$ cat config.mk
export PLATFORM = sky130hd
export DESIGN_NAME = arb_port_mux
export DESIGN_NICKNAME = d
export VERILOG_FILES = /design/src/rtl/arb_port_mux.sv
export SDC_FILE = /design/constraint.sdc
export NUM_CORES = 1
export LEC_CHECK = 0
export CELL_PAD_IN_SITES_DETAIL_PLACEMENT = 2
export CELL_PAD_IN_SITES_GLOBAL_PLACEMENT = 2
export CORE_ASPECT_RATIO = 0.7
export CORE_MARGIN = 2
export CORE_UTILIZATION = 40
export DETAILED_ROUTE_END_ITERATION = 8
export PLACE_DENSITY = 0.83
export REMOVE_ABC_BUFFERS = 1
export SYNTH_ARGS = -nofsm -noshare
export SYNTH_HDL_FRONTEND = slang
export SYNTH_SLANG_ARGS = --single-unit
$ cat constraint.sdc
create_clock -name i_clk -period 3.1 [get_ports i_clk]
set_input_delay 0.62 -clock i_clk [delete_from_list [all_inputs] [get_ports i_clk]]
set_output_delay 0.62 -clock i_clk [all_outputs]
set_load 0.01 [all_outputs]
$ cat src/rtl/arb_port_mux.sv
// arb_port_mux: two input FIFOs merged onto one registered output under an external 2-way arbiter
// Ports: i_clk, i_rst_n (async, active-low); per-port i_valid/o_ready/i_data0/i_data1/i_last;
//        o_request/i_grant to the arbiter; o_valid/i_ready/o_data/o_last/o_port on the output.
// Define ARB_PORT_MUX_LOCK_EN to hold the grant on one port until the last beat of its packet.
module arb_port_mux #(
    parameter int DATA_WIDTH = 32,
    parameter int FIFO_DEPTH = 4
) (
    input  logic                  i_clk,
    input  logic                  i_rst_n,
    input  logic [1:0]            i_valid,
    output logic [1:0]            o_ready,
    input  logic [DATA_WIDTH-1:0] i_data0,
    input  logic [DATA_WIDTH-1:0] i_data1,
    input  logic [1:0]            i_last,
    output logic [1:0]            o_request,
    input  logic [1:0]            i_grant,
    output logic                  o_valid,
    input  logic                  i_ready,
    output logic [DATA_WIDTH-1:0] o_data,
    output logic                  o_last,
    output logic                  o_port
);
    localparam int AW = $clog2(FIFO_DEPTH);
    localparam int EW = DATA_WIDTH + 1;
    logic [EW-1:0] mem_q [2][FIFO_DEPTH];
    logic [1:0][AW:0] wp_q, wp_d, rp_q, rp_d;
    logic [1:0][EW-1:0] din, head;
    logic [1:0] empty, full, push, pop, allow;
    logic out_free, xfer, sel;
    logic o_valid_q, o_valid_d, o_last_q, o_last_d, o_port_q, o_port_d;
    logic [DATA_WIDTH-1:0] o_data_q, o_data_d;
    // Pointers carry one extra wrap bit so full and empty are distinguishable.
    always_comb begin
        din[0] = {i_last[0], i_data0};
        din[1] = {i_last[1], i_data1};
        out_free = !o_valid_q || i_ready;
        for (int n = 0; n < 2; n++) begin
            empty[n] = wp_q[n] == rp_q[n];
            full[n] = (wp_q[n][AW] != rp_q[n][AW]) && (wp_q[n][AW-1:0] == rp_q[n][AW-1:0]);
            head[n] = mem_q[n][rp_q[n][AW-1:0]];
            push[n] = i_valid[n] && !full[n];
            o_ready[n] = !full[n];
            o_request[n] = !empty[n] && out_free && allow[n];
        end
    end
    // Kept apart from the request logic so the arbiter's combinational grant forms no loop.
    always_comb begin
        sel = i_grant[1];
        xfer = (i_grant == 2'b01 && o_request[0]) || (i_grant == 2'b10 && o_request[1]);
        for (int n = 0; n < 2; n++) begin
            pop[n] = xfer && i_grant[n];
            wp_d[n] = push[n] ? wp_q[n] + (AW+1)'(1) : wp_q[n];
            rp_d[n] = pop[n] ? rp_q[n] + (AW+1)'(1) : rp_q[n];
        end
        o_valid_d = xfer || (o_valid_q && !i_ready);
        {o_last_d, o_data_d} = xfer ? head[sel] : {o_last_q, o_data_q};
        o_port_d = xfer ? sel : o_port_q;
    end
`ifdef ARB_PORT_MUX_LOCK_EN
    logic lock_q, lock_d, lock_port_q, lock_port_d;
    assign allow = lock_q ? (lock_port_q ? 2'b10 : 2'b01) : 2'b11;
    always_comb begin
        lock_d = xfer ? !head[sel][EW-1] : lock_q;
        lock_port_d = xfer ? sel : lock_port_q;
    end
    always_ff @(posedge i_clk or negedge i_rst_n) begin
        if (!i_rst_n) begin
            lock_q <= 1'b0;
            lock_port_q <= 1'b0;
        end else begin
            lock_q <= lock_d;
            lock_port_q <= lock_port_d;
        end
    end
`else
    assign allow = 2'b11;
`endif
    always_ff @(posedge i_clk or negedge i_rst_n) begin
        if (!i_rst_n) begin
            wp_q <= '0;
            rp_q <= '0;
            o_valid_q <= 1'b0;
            o_data_q <= '0;
            o_last_q <= 1'b0;
            o_port_q <= 1'b0;
        end else begin
            wp_q <= wp_d;
            rp_q <= rp_d;
            o_valid_q <= o_valid_d;
            o_data_q <= o_data_d;
            o_last_q <= o_last_d;
            o_port_q <= o_port_d;
        end
    end
    always_ff @(posedge i_clk) begin
        for (int n = 0; n < 2; n++)
            if (push[n]) mem_q[n][wp_q[n][AW-1:0]] <= din[n];
    end
    assign o_valid = o_valid_q;
    assign o_data = o_data_q;
    assign o_last = o_last_q;
    assign o_port = o_port_q;
endmodule

# [After elaboration in Yosys (flattened, before gate mapping)]
# Memories as Yosys holds them, arrays and structs flattened.
# Index checks and enable logic that the tools add are counted.
[word_totals] latchBits=0 romBits=0 ff_bits=47 ram_bits=264 mem_count=1
[memory_table] name="mem_q" words=2 width=132 read_ports=2 rd_clocked_by_memory_dff=0 write_ports=2 line="26" rtl="logic [EW-1:0] mem_q [2][FIFO_DEPTH];"
[op_classes] n_bitwise=4 n_reduce_logical=22 n_mul=0 shifts=0 n_eq_ne=8 div=0 addsub=4 muxes=16 n_lt_le_gt_ge=7
[op_table] op="$mux 132" n=2
[op_table] op="$mux 33" n=8
[op_table] op="$bmux 33 s2" n=2
[op_table] op="$demux 33 s2" n=2
[op_table] op="$logic_and 1x1->1" n=13
[op_table] op="$add 3x1->3 const B" n=4
[op_table] op="$ge 3x3->1 const B" n=4
[op_table] op="$not 2->3" n=4
[op_table] op="$eq 3x3->1" n=2
[op_table] op="$logic_not 1->1" n=6
[op_table] op="$lt 3x1->1 const B" n=2
[op_table] op="$eq 2x2->1" n=2
[op_table] op="$logic_or 1x1->1" n=3
[op_table] op="$eq 2x1->1 const B" n=1
[op_table] op="$eq 2x2->1 const B" n=1
[op_table] op="$lt 1x2->1 const B" n=1
[op_table] op="$mux 1" n=2
[op_table] op="$ne 1x1->1" n=2

# [Logic depth before layout (Yosys ltp)]
# Gate-level depths: netlist (run 1).
[depth] depth_word=6 ltp_mapped=7

# [Least setup slack after synthesis (run 1)]
# OpenSTA, ideal clock, no wires.
[synth_path] kind="register to register" from="register rp_q[1] (netlist bit)" to="memory mem_q[0][0] (netlist bit), enable pin" required_ns=2.705 setup_ns=0.395 path_slack_ns=0.725 t_arrival_ns=1.981 stages_incl_launch_ff=5 synth_period_minus_slack_ns=2.375 cell_sequence="dfrtp_1 > buf_2 > xnor2_2 > a31oi_1 > and2_1"
[synth_lines] item="from (decl)" line="27" rtl="logic [1:0][AW:0] wp_q, wp_d, rp_q, rp_d;"
[synth_lines] item="from (signal assigned)" line="89" rtl="rp_q <= rp_d;"
[synth_lines] item="to (decl)" line="26"

# [Final worst setup path (run 1)]
[layout_path] from="register wp_q[4] (netlist bit)" to="output o_request[1]"
[layout_between] elab_chain_len=3
[layout_rtl] item="from (decl)" line="27"
[layout_rtl] item="from (signal assigned)" line="88" rtl="wp_q <= wp_d;"
[layout_rtl] item="$eq 3x3->1" line="39" rtl="empty[n] = wp_q[n] == rp_q[n];"
[layout_rtl] item="$logic_not 1->1" line="44" rtl="o_request[n] = !empty[n] && out_free && allow[n];"
[layout_rtl] item="$logic_and 1x1->1" line="44"
[layout_rtl] item="to (decl)" line="16" rtl="output logic [1:0] o_request,"
# No other way between the ends.

==> results.tsv, run 1 <==
stage	metric	value	unit
final_layout	Fillers	2602	
power_and_ir_drop	Comb pwr share	32.5	%
die	DIE WIDTH	212	um
drt	via-per-instance ratio	5.39	
critical_path	Crit. path cell count	3	
placed_design	Placer Congestion	0.710	
hold_path	worst hold path class	in2async	
global_route	GR Overflow Total	0	
critical_path	crit path from	wp_q[4]	
critical_path	type of origin of the critical path	register	
cts	cts repair resizes	0	
placed_design	DP HPWL	19200	um
global_route	global-route wire length before repair	46500	um
critical_path	CP Capture Type	primary output	
synth	top post-synthesis cells by area	edfxtp_1 66%, mux4_2 12%, dfrtp_1 9.7%, mux2i_1 2.7%, a21oi_2 2.1%	
drt	1st-iter DRT viols	373	
synth	number of synthesized flops with an enable pin	264	
power_and_ir_drop	Total Power	14.8	mW
sta	post-route worst setup slack	0.443	ns
sta	Final Max Slew Viols	0	
critical_path	R2R depth	5	
synth	Synth top cells by count	264 x edfxtp_1, 66 x mux4_2, 47 x dfrtp_1	
critical_path	Worst Path Arrival	2.04	ns
synth	register area share after synthesis	75.4	%
cts	Clk pin slew, worst setup/hold paths	0.07	ns
cts	H-Tree Depth	1	
die	total I/O pin count	112	
sta	measured slew at the worst slew-check pin	0.802	ns
synth	Mapped Avg Cell Area	21.1	um2
die	Die Y	149	um
cts	Hold Buf Count CTS	0	
synth	count leader, synth	edfxtp_1	
critical_path	reg2reg end	mem_q[0][187]	
die	core footprint	0.0298	mm2
placed_design	worst slack at placement	0.448	ns
cts	Setup Buffers After CTS	0	
die	DIE AREA	0.0316	mm2
global_route	pin count of the biggest net entering global routing	48	
cts	CTS root buffer	clkbuf_16	
run_status	status	complete, no violations	
cts	clk sinks	311	
critical_path	Slowest-stage cell, CP	clkdlybuf4s50_1	
synth	post-synth top area share	65.7	%
power_and_ir_drop	internal power	10.2	mW
global_route	GRT Overall Usage	20.4	%
sta	RSZ-0062 raised after global routing	false	
critical_path	CP Buf/Inv Count	1	
final_layout	final core occ	49.5	%
critical_path	critical path, cell by cell	xnor2_2, a31oi_1, clkdlybuf4s50_1	
final_layout	Layout Cells excl Fill	1111	
synth	instance count of the mapped netlist	571	
final_layout	# nets final	785	
drt	final wirelength	30800	um
synth	Top FF cell, synth	edfxtp_1	
critical_path	Reg-to-Reg Start	wp_q[4]	
final_layout	proportion of layout cells with a drive suffix above 1	24.8	%
synth	Synth Warn #	0	
global_route	vias in the first global route	7100	
drt	DRT antenna net count	0	
power_and_ir_drop	share of total power in the clock network	25.3	%
critical_path	CP Max Fanout	4	
sta	Slew Limit Headroom	46.5	%
power_and_ir_drop	total leakage power	4.99	nW
cts	worst skew pair latency	0.57	ns
die	initial core utilization	40.5	%
synth	Yosys cell types	29	
power_and_ir_drop	Flop pwr share	42.2	%
drt	DR vias	5990	
sta	Hold Fails Final Rpt	0	
drt	drt drc	0	
power_and_ir_drop	switching share of power	31.3	%
power_and_ir_drop	Pwr Density	1000	mW/mm2
sta	f_max	376	MHz
critical_path	required time of the critical path	2.48	ns
cts	CTS tree	yes	
drt	mean routed wirelength per cell	27.7	um
drt	first-pass iteration count of the detailed router	4	
die	Rows	53	
synth	Synth Register Bits	311	
synth	synthesized area	0.0121	mm2
synth	asr flop ratio synth	15.1	%
cts	worst-case clock buffer depth	3	
flow_run	max cap viols	0	
sta	period utilization	85.7	%
critical_path	internal reg-to-reg setup slack	0.97	ns
final_layout	number of diodes	0	
final_layout	Area Overhead vs Synth	22.4	%
synth	largest area contributor in the netlist	edfxtp_1	
power_and_ir_drop	switching power total	4.64	mW
cts	total CTS buffers	30	
critical_path	Setup CP Type	reg2out	
critical_path	crit path capture	o_request[1]	
power_and_ir_drop	Peak VDD IR	0.589	mV
sta	Final min period	2.66	ns
sta	setup violators final	0	
critical_path	Largest delay share family, worst path	buffers and inverters	
global_route	antenna violations before repair	1	
sta	skew final	0.0146	ns
critical_path	peak per-stage delay on the critical path	0.57	ns
placed_design	Port Buf Inserts	111	
placed_design	Post-Place Cells	1055	
final cells by class:
| type | instances | area, um2 | share of cell area [%] |
|---|---|---|---|
| timing repair buffer | 131 | 1360 | 9.23 |
| sequential | 311 | 9110 | 61.6 |
| multi-input combinational | 221 | 2790 | 18.8 |
| clock buffer | 51 | 941 | 6.37 |
| tap | 385 | 482 | 3.26 |
| inverter | 7 | 26.3 | 0.178 |
| clock inverter | 5 | 73.8 | 0.499 |
metrics by stage:
stage / setup TNS, ns / hold WS (ns) / area, um2
global route: 0 / 0.230 / 14800
finish: 0 / 0.190 / 14800
detailed placement: 0 / 0.524 / 13800
CTS: 0 / 0.203 / 14800
floorplan: -150.20 / 0.324 / 11900
global placement: 0 / 0.512 / 13800
sequential cells by signal, indices dropped and copies added (netlist names):
signal,flops
mem_q,264
o_data,32
wp_q,6
o_last,1
o_valid,1
o_port,1
rp_q,6
power groups by stage:
stage	registers, mW	logic, mW	clock network (mW)
after detailed placement	6.36	4.92	0
after global routing	6.35	5.23	3.99
after global placement	6.21	4.62	0
final	6.26	4.82	3.75
after CTS	6.28	4.94	3.83
after floorplan	6.54	2.45	0
cell usage in the layout (no fill, tap or decap), types with 7 or more instances in the layout:
cell type,netlist,final
a21oi_2,29,29
and2_2,0,8
buf_12,0,9
buf_4,9,11
clkbuf_1,7,11
clkbuf_16,0,31
clkbuf_8,0,9
clkdlybuf4s50_1,0,109
dfrtp_1,47,43
edfxtp_1,264,264
ha_1,10,10
inv_1,7,7
mux2i_1,33,33
mux4_2,66,66
nor3_1,33,33
cell families after synthesis:
logic type | synth area share, %
buf+inv | 1.79
xor+xnor | 1.41
mux | 15.2
simple gates | 2.25
flops | 75.4
compound gates | 2.87
fa+ha+maj | 1.04
routing by layer:
layer  routed length [um]  part of all wire, %  track usage [%]  vias to the layer above
li1                     -                    -                -                     2580
met1                12800                   42             25.9                     3231
met2                16200                   52             37.2                      138
met3                 1200                  3.9             3.28                       39
met4                  571                  1.9             4.37                        2
met5                   10                0.032                0                        -
worst min path at each step:
stage | from | slack, ns | cells past startpoint | endpoint
final | i_rst_n | 0.19 | 2 | rp_q[2]
after global routing | i_rst_n | 0.23 | 2 | wp_q[2]
after CTS | i_rst_n | 0.20 | 2 | rp_q[2]
after detailed placement | o_data[2] | 0.52 | 2 | o_data[2]
after global placement | o_data[16] | 0.51 | 2 | o_data[16]
after floorplan | i_rst_n | 0.32 | 0 | o_data[0]
worst register-to-register path, cell delays in order, from the launching register on:
cell	delay, ns
dfrtp_1	0.46
xnor2_2	0.23
a31oi_1	0.30
buf_4	0.20
and2_2	0.34
buf_12	0.28
Power figures use the tool's default switching activity.
==> run 2: changes to the inputs <==
--- a/config.mk
+++ b/config.mk
@@ -9,9 +9,9 @@
 export CELL_PAD_IN_SITES_GLOBAL_PLACEMENT = 2
 export CORE_ASPECT_RATIO = 0.7
 export CORE_MARGIN = 2
-export CORE_UTILIZATION = 40
+export CORE_UTILIZATION = 44
 export DETAILED_ROUTE_END_ITERATION = 8
-export PLACE_DENSITY = 0.83
+export PLACE_DENSITY = 0.89
 export REMOVE_ABC_BUFFERS = 1
 export SYNTH_ARGS = -nofsm -noshare
 export SYNTH_HDL_FRONTEND = slang
==> results.tsv, run 2 (synthesized netlist as in run 1, its figures left out) <==
stage	metric	value	unit
run_status	status	complete, no violations	
drt	first-pass iteration count of the detailed router	4	
critical_path	type of origin of the critical path	register	
drt	via-per-instance ratio	5.59	
final_layout	Largest register FFs	264	
sta	Slew Limit Headroom	44.0	%
placed_design	Placer Congestion	0.719	
cts	worst-case clock buffer depth	3	
flow_run	max cap viols	0	
cts	Hold Buf Count CTS	0	
sta	period utilization	86.7	%
final_layout	proportion of layout cells with a drive suffix above 1	26.0	%
die	DIE AREA	0.0288	mm2
final_layout	Post-Layout Inst Area	0.0148	mm2
cts	total CTS buffers	30	
sta	post-route worst setup slack	0.411	ns
power_and_ir_drop	total leakage power	5.03	nW
placed_design	Port Buf Inserts	111	
sta	setup violators final	0	
cts	worst skew pair latency	0.56	ns
power_and_ir_drop	internal power	10.3	mW
critical_path	peak per-stage delay on the critical path	0.57	ns
critical_path	Largest delay share family, worst path	buffers and inverters	
die	initial core utilization	45.0	%
power_and_ir_drop	switching power total	4.83	mW
final_layout	Fillers	2236	
die	DIE WIDTH	202	um
power_and_ir_drop	Comb pwr share	32.5	%
drt	1st-iter DRT viols	384	
sta	measured slew at the worst slew-check pin	0.840	ns
placed_design	worst slack at placement	0.455	ns
power_and_ir_drop	share of total power in the clock network	25.8	%
drt	final wirelength	32600	um
power_and_ir_drop	Pwr Density	1020	mW/mm2
final_layout	highest-count cells in the layout ignoring fill and taps	264 x edfxtp_1, 109 x clkdlybuf4s50_1, 66 x mux4_2	
power_and_ir_drop	switching share of power	31.9	%
cts	cts repair resizes	0	
final_layout	multi-input logic area	0.00279	mm2
sta	RSZ-0062 raised after global routing	false	
cts	H-Tree Depth	1	
global_route	pin count of the biggest net entering global routing	36	
hold_path	worst hold path class	in2async	
sta	f_max	372	MHz
final_layout	Area Overhead vs Synth	22.6	%
critical_path	required time of the critical path	2.48	ns
die	total I/O pin count	112	
sta	skew final	0.0216	ns
drt	drt drc	0	
critical_path	Worst Path Arrival	2.07	ns
final_layout	final core occ	55.1	%
drt	mean routed wirelength per cell	29.7	um
final_layout	number of diodes	0	
global_route	antenna violations before repair	0	
die	Rows	50	
critical_path	critical path, cell by cell	xnor2_2, a31oi_1, clkdlybuf4s50_1	
sta	Final min period	2.69	ns
global_route	global-route wire length before repair	48200	um
sta	Hold Fails Final Rpt	0	
global_route	GRT Overall Usage	23.3	%
critical_path	Setup CP Type	reg2out	
global_route	GR Overflow Total	0	
cts	Clk pin slew, worst setup/hold paths	0.07	ns
global_route	vias in the first global route	7013	
die	core footprint	0.0268	mm2
placed_design	DP HPWL	21100	um
cts	Setup Buffers After CTS	0	
power_and_ir_drop	Peak VDD IR	0.463	mV
die	Die Y	143	um
critical_path	Slowest-stage cell, CP	clkdlybuf4s50_1	
drt	DRT antenna net count	0	
sta	Final Max Slew Viols	0	
critical_path	CP Capture Type	primary output	
final_layout	# nets final	791	
cts	CTS root buffer	clkbuf_16	
critical_path	CP Max Fanout	4	
cts	clk sinks	311	
power_and_ir_drop	Flop pwr share	41.7	%
final_layout	register area	0.00911	mm2
placed_design	Post-DP Area	0.0137	mm2
cts	CTS tree	yes	
critical_path	CP Buf/Inv Count	1	
drt	DR vias	6129	
final_layout	most common cell after layout, fill and taps aside	edfxtp_1	
[run 2: final cells by class]
type | count | share of cell area (%)
Timing Repair Buffer | 137 | 9.27
Inverter | 7 | 0.178
Sequential cell | 311 | 61.6
Multi-Input combinational cell | 221 | 18.8
Clock inverter | 18 | 1.68
Clock buffer | 38 | 5.41
Tap cell | 364 | 3.08
[run 2: worst paths after layout]
kind / start / to / slack (ns) / cells after the start
max: wp_q[4] / o_request[1] / 0.41 / 3
min: i_rst_n / o_valid / 0.16 / 1
max reg2reg: rp_q[0] / o_data[9] / 0.82 / 4
min reg2reg: o_data[14] / o_data[14] / 0.54 / 2
max in group asynchronous: i_rst_n / o_data[27] / 2.09 / 2
min in group i_clk: o_data[14] / o_data[14] / 0.54 / 2
[run 2: per-stage QoR]
stage / power (mW) / setup TNS (ns) / std cells / hold WS, ns
2_1_floorplan: 9.00 / -150.20 / 539 / 0.324
4_1_cts: 15.3 / 0 / 1096 / 0.182
6_report: 15.1 / 0 / 1096 / 0.163
3_5_place_dp: 11.3 / 0 / 1040 / 0.530
5_1_grt: 15.8 / 0 / 1096 / 0.180
3_3_place_gp: 10.8 / 0 / 1040 / 0.512
[run 2: power groups by stage]
| stage | sequential, mW | clock [mW] | combinational, mW |
|---|---|---|---|
| floorplan | 6.54 | 0 | 2.45 |
| global placement | 6.23 | 0 | 4.55 |
| detailed placement | 6.39 | 0 | 4.95 |
| CTS | 6.33 | 3.97 | 5.02 |
| global route | 6.40 | 4.11 | 5.29 |
| finish | 6.31 | 3.90 | 4.92 |
[run 2: routing by layer]
metal	vias up	wire length, um	part of all wire (%)	global-route usage, %
met5	-	0	0	0
met4	0	657	2.0	5.19
met3	40	1640	5.0	3.46
met2	194	16800	52	42.2
met1	3308	13400	41	30.1
li1	2587	-	-	-
==> run 3: changes to the inputs <==
--- a/config.mk
+++ b/config.mk
@@ -9,9 +9,9 @@
 export CELL_PAD_IN_SITES_GLOBAL_PLACEMENT = 2
 export CORE_ASPECT_RATIO = 0.7
 export CORE_MARGIN = 2
-export CORE_UTILIZATION = 44
+export CORE_UTILIZATION = 40
 export DETAILED_ROUTE_END_ITERATION = 8
-export PLACE_DENSITY = 0.89
+export PLACE_DENSITY = 0.83
 export REMOVE_ABC_BUFFERS = 1
 export SYNTH_ARGS = -nofsm -noshare
 export SYNTH_HDL_FRONTEND = slang
==> constraint.sdc (replaced) <==
create_clock -name i_clk -period 3.19 [get_ports i_clk]
set_input_delay 0.638 -clock i_clk [delete_from_list [all_inputs] [get_ports i_clk]]
set_output_delay 0.638 -clock i_clk [all_outputs]
set_load 0.01 [all_outputs]
==> results.tsv, run 3 (synthesized netlist as in run 1, its figures left out) <==
stage	metric	value	unit
global_route	GRT Overall Usage	21.1	%
critical_path	internal reg-to-reg setup slack	0.82	ns
cts	H-Tree Depth	1	
cts	Hold Buf Count CTS	0	
drt	mean routed wirelength per cell	28.6	um
sta	f_max	363	MHz
cts	cts repair resizes	0	
placed_design	worst slack at placement	0.317	ns
placed_design	Port Buf Inserts	111	
drt	drt drc	0	
global_route	pin count of the biggest net entering global routing	39	
die	core footprint	0.0298	mm2
sta	Final Max Slew Viols	0	
sta	Slew Limit Headroom	20.8	%
drt	DR vias	6038	
power_and_ir_drop	internal power	9.78	mW
hold_path	worst hold path class	in2async	
cts	CTS root buffer	clkbuf_16	
power_and_ir_drop	Peak VDD IR	0.459	mV
global_route	vias in the first global route	6873	
cts	clk sinks	311	
power_and_ir_drop	switching power total	4.56	mW
drt	via-per-instance ratio	5.42	
power_and_ir_drop	Flop pwr share	42.4	%
flow_run	max cap viols	0	
critical_path	critical path, cell by cell	clkdlybuf4s50_1, nor2b_1, a31oi_1, clkdlybuf4s50_1	
final_layout	Area Overhead vs Synth	21.8	%
die	DIE AREA	0.0316	mm2
critical_path	CP dominant cell by count	clkdlybuf4s50_1	
cts	CTS tree	yes	
critical_path	Setup CP Type	in2out	
final_layout	Fillers	2642	
global_route	antenna violations before repair	2	
final_layout	# nets final	787	
power_and_ir_drop	switching share of power	31.8	%
drt	final wirelength	31900	um
critical_path	Worst Path Arrival	2.12	ns
global_route	global-route wire length before repair	47700	um
sta	period utilization	86.5	%
run_status	status	complete, no violations	
cts	worst-case clock buffer depth	3	
power_and_ir_drop	total leakage power	4.97	nW
final_layout	register area	0.00911	mm2
final_layout	Layout Cells excl Fill	1114	
placed_design	Post-Place Cells	1058	
power_and_ir_drop	Total Power	14.3	mW
final_layout	multi-input logic area	0.00279	mm2
die	DIE WIDTH	212	um
global_route	GR Overflow Total	0	
final_layout	proportion of layout cells with a drive suffix above 1	25.4	%
drt	first-pass iteration count of the detailed router	5	
sta	Final min period	2.76	ns
die	Rows	53	
die	initial core utilization	40.5	%
final_layout	highest-count cells in the layout ignoring fill and taps	264 x edfxtp_1, 109 x clkdlybuf4s50_1, 66 x mux4_2	
sta	post-route worst setup slack	0.432	ns
sta	RSZ-0062 raised after global routing	false	
sta	skew final	0.0117	ns
die	total I/O pin count	112	
critical_path	required time of the critical path	2.55	ns
drt	DRT antenna net count	0	
cts	Setup Buffers After CTS	0	
cts	worst skew pair latency	0.57	ns
critical_path	CP Max Fanout	5	
die	Die Y	149	um
critical_path	CP Capture Type	primary output	
power_and_ir_drop	Pwr Density	975	mW/mm2
sta	measured slew at the worst slew-check pin	1.19	ns
drt	1st-iter DRT viols	389	
critical_path	type of origin of the critical path	primary input	
placed_design	Placer Congestion	0.716	
critical_path	Slowest-stage cell, CP	clkdlybuf4s50_1	
power_and_ir_drop	share of total power in the clock network	25.0	%
power_and_ir_drop	Comb pwr share	32.7	%
final_layout	most common cell after layout, fill and taps aside	edfxtp_1	
critical_path	peak per-stage delay on the critical path	0.51	ns
cts	total CTS buffers	29	
sta	setup violators final	0	
final_layout	Largest register FFs	264	
placed_design	DP HPWL	20400	um
sta	Hold Fails Final Rpt	0	
sta	setup TNS	0	ns
cts	Clk pin slew, worst setup/hold paths	0.06	ns
==> run 3: worst paths after layout <==
kind                       startpoint           end  cells after the start
max                           i_ready  o_request[1]                      4
min in group i_clk            rp_q[5]       rp_q[5]                      1
max reg2reg                   wp_q[0]    o_data[12]                      4
min                           i_rst_n       rp_q[5]                      1
max in group asynchronous     i_rst_n       rp_q[1]                      2
min reg2reg                   rp_q[5]       rp_q[5]                      1
==> run 3: through the flow <==
stage / cell area (um2) / utilization [%] / hold slack (ns)
2_1_floorplan: 11900 / - / 0.342
3_3_place_gp: 13700 / 46.0 / 0.512
3_5_place_dp: 13700 / 46.0 / 0.526
4_1_cts: 14700 / 49.3 / 0.0439
5_1_grt: 14700 / 49.3 / 0.0581
6_report: 14700 / 49.3 / 0.0417
==> run 3: final cells by class <==
class / count / area share (%)
clock inverter: 17 / 1.30
clock buffer: 37 / 5.34
sequential: 311 / 61.9
timing repair buffer: 134 / 9.00
multi-input combinational: 221 / 18.9
inverter: 7 / 0.179
tap: 385 / 3.28
antenna: 2 / 0.0340
==> run 3: layer usage <==
layer | part of all wire, % | global-route usage [%] | routed length, um
met1 | 43 | 28.4 | 13900
met2 | 51 | 36.6 | 16100
met3 | 4.7 | 3.92 | 1490
met4 | 1.4 | 3.52 | 436
met5 | 0 | 0 | 0
==> run 3: power by group through the flow <==
stage               sequential (mW)  clock, mW  combinational, mW
floorplan                      6.36          0               2.38
global placement               6.01          0               4.45
detailed placement             6.17          0               4.77
CTS                            6.10       3.66               4.80
global route                   6.18       3.80               5.05
finish                         6.08       3.58               4.69
==> run 3: worst max-delay path, delay by kind of cell <==
| kind | cells | cell delay (ns) |
|---|---|---|
| buf+inv | 2 | 0.91 |
| simple gates | 1 | 0.48 |
| compound gates | 1 | 0.09 |
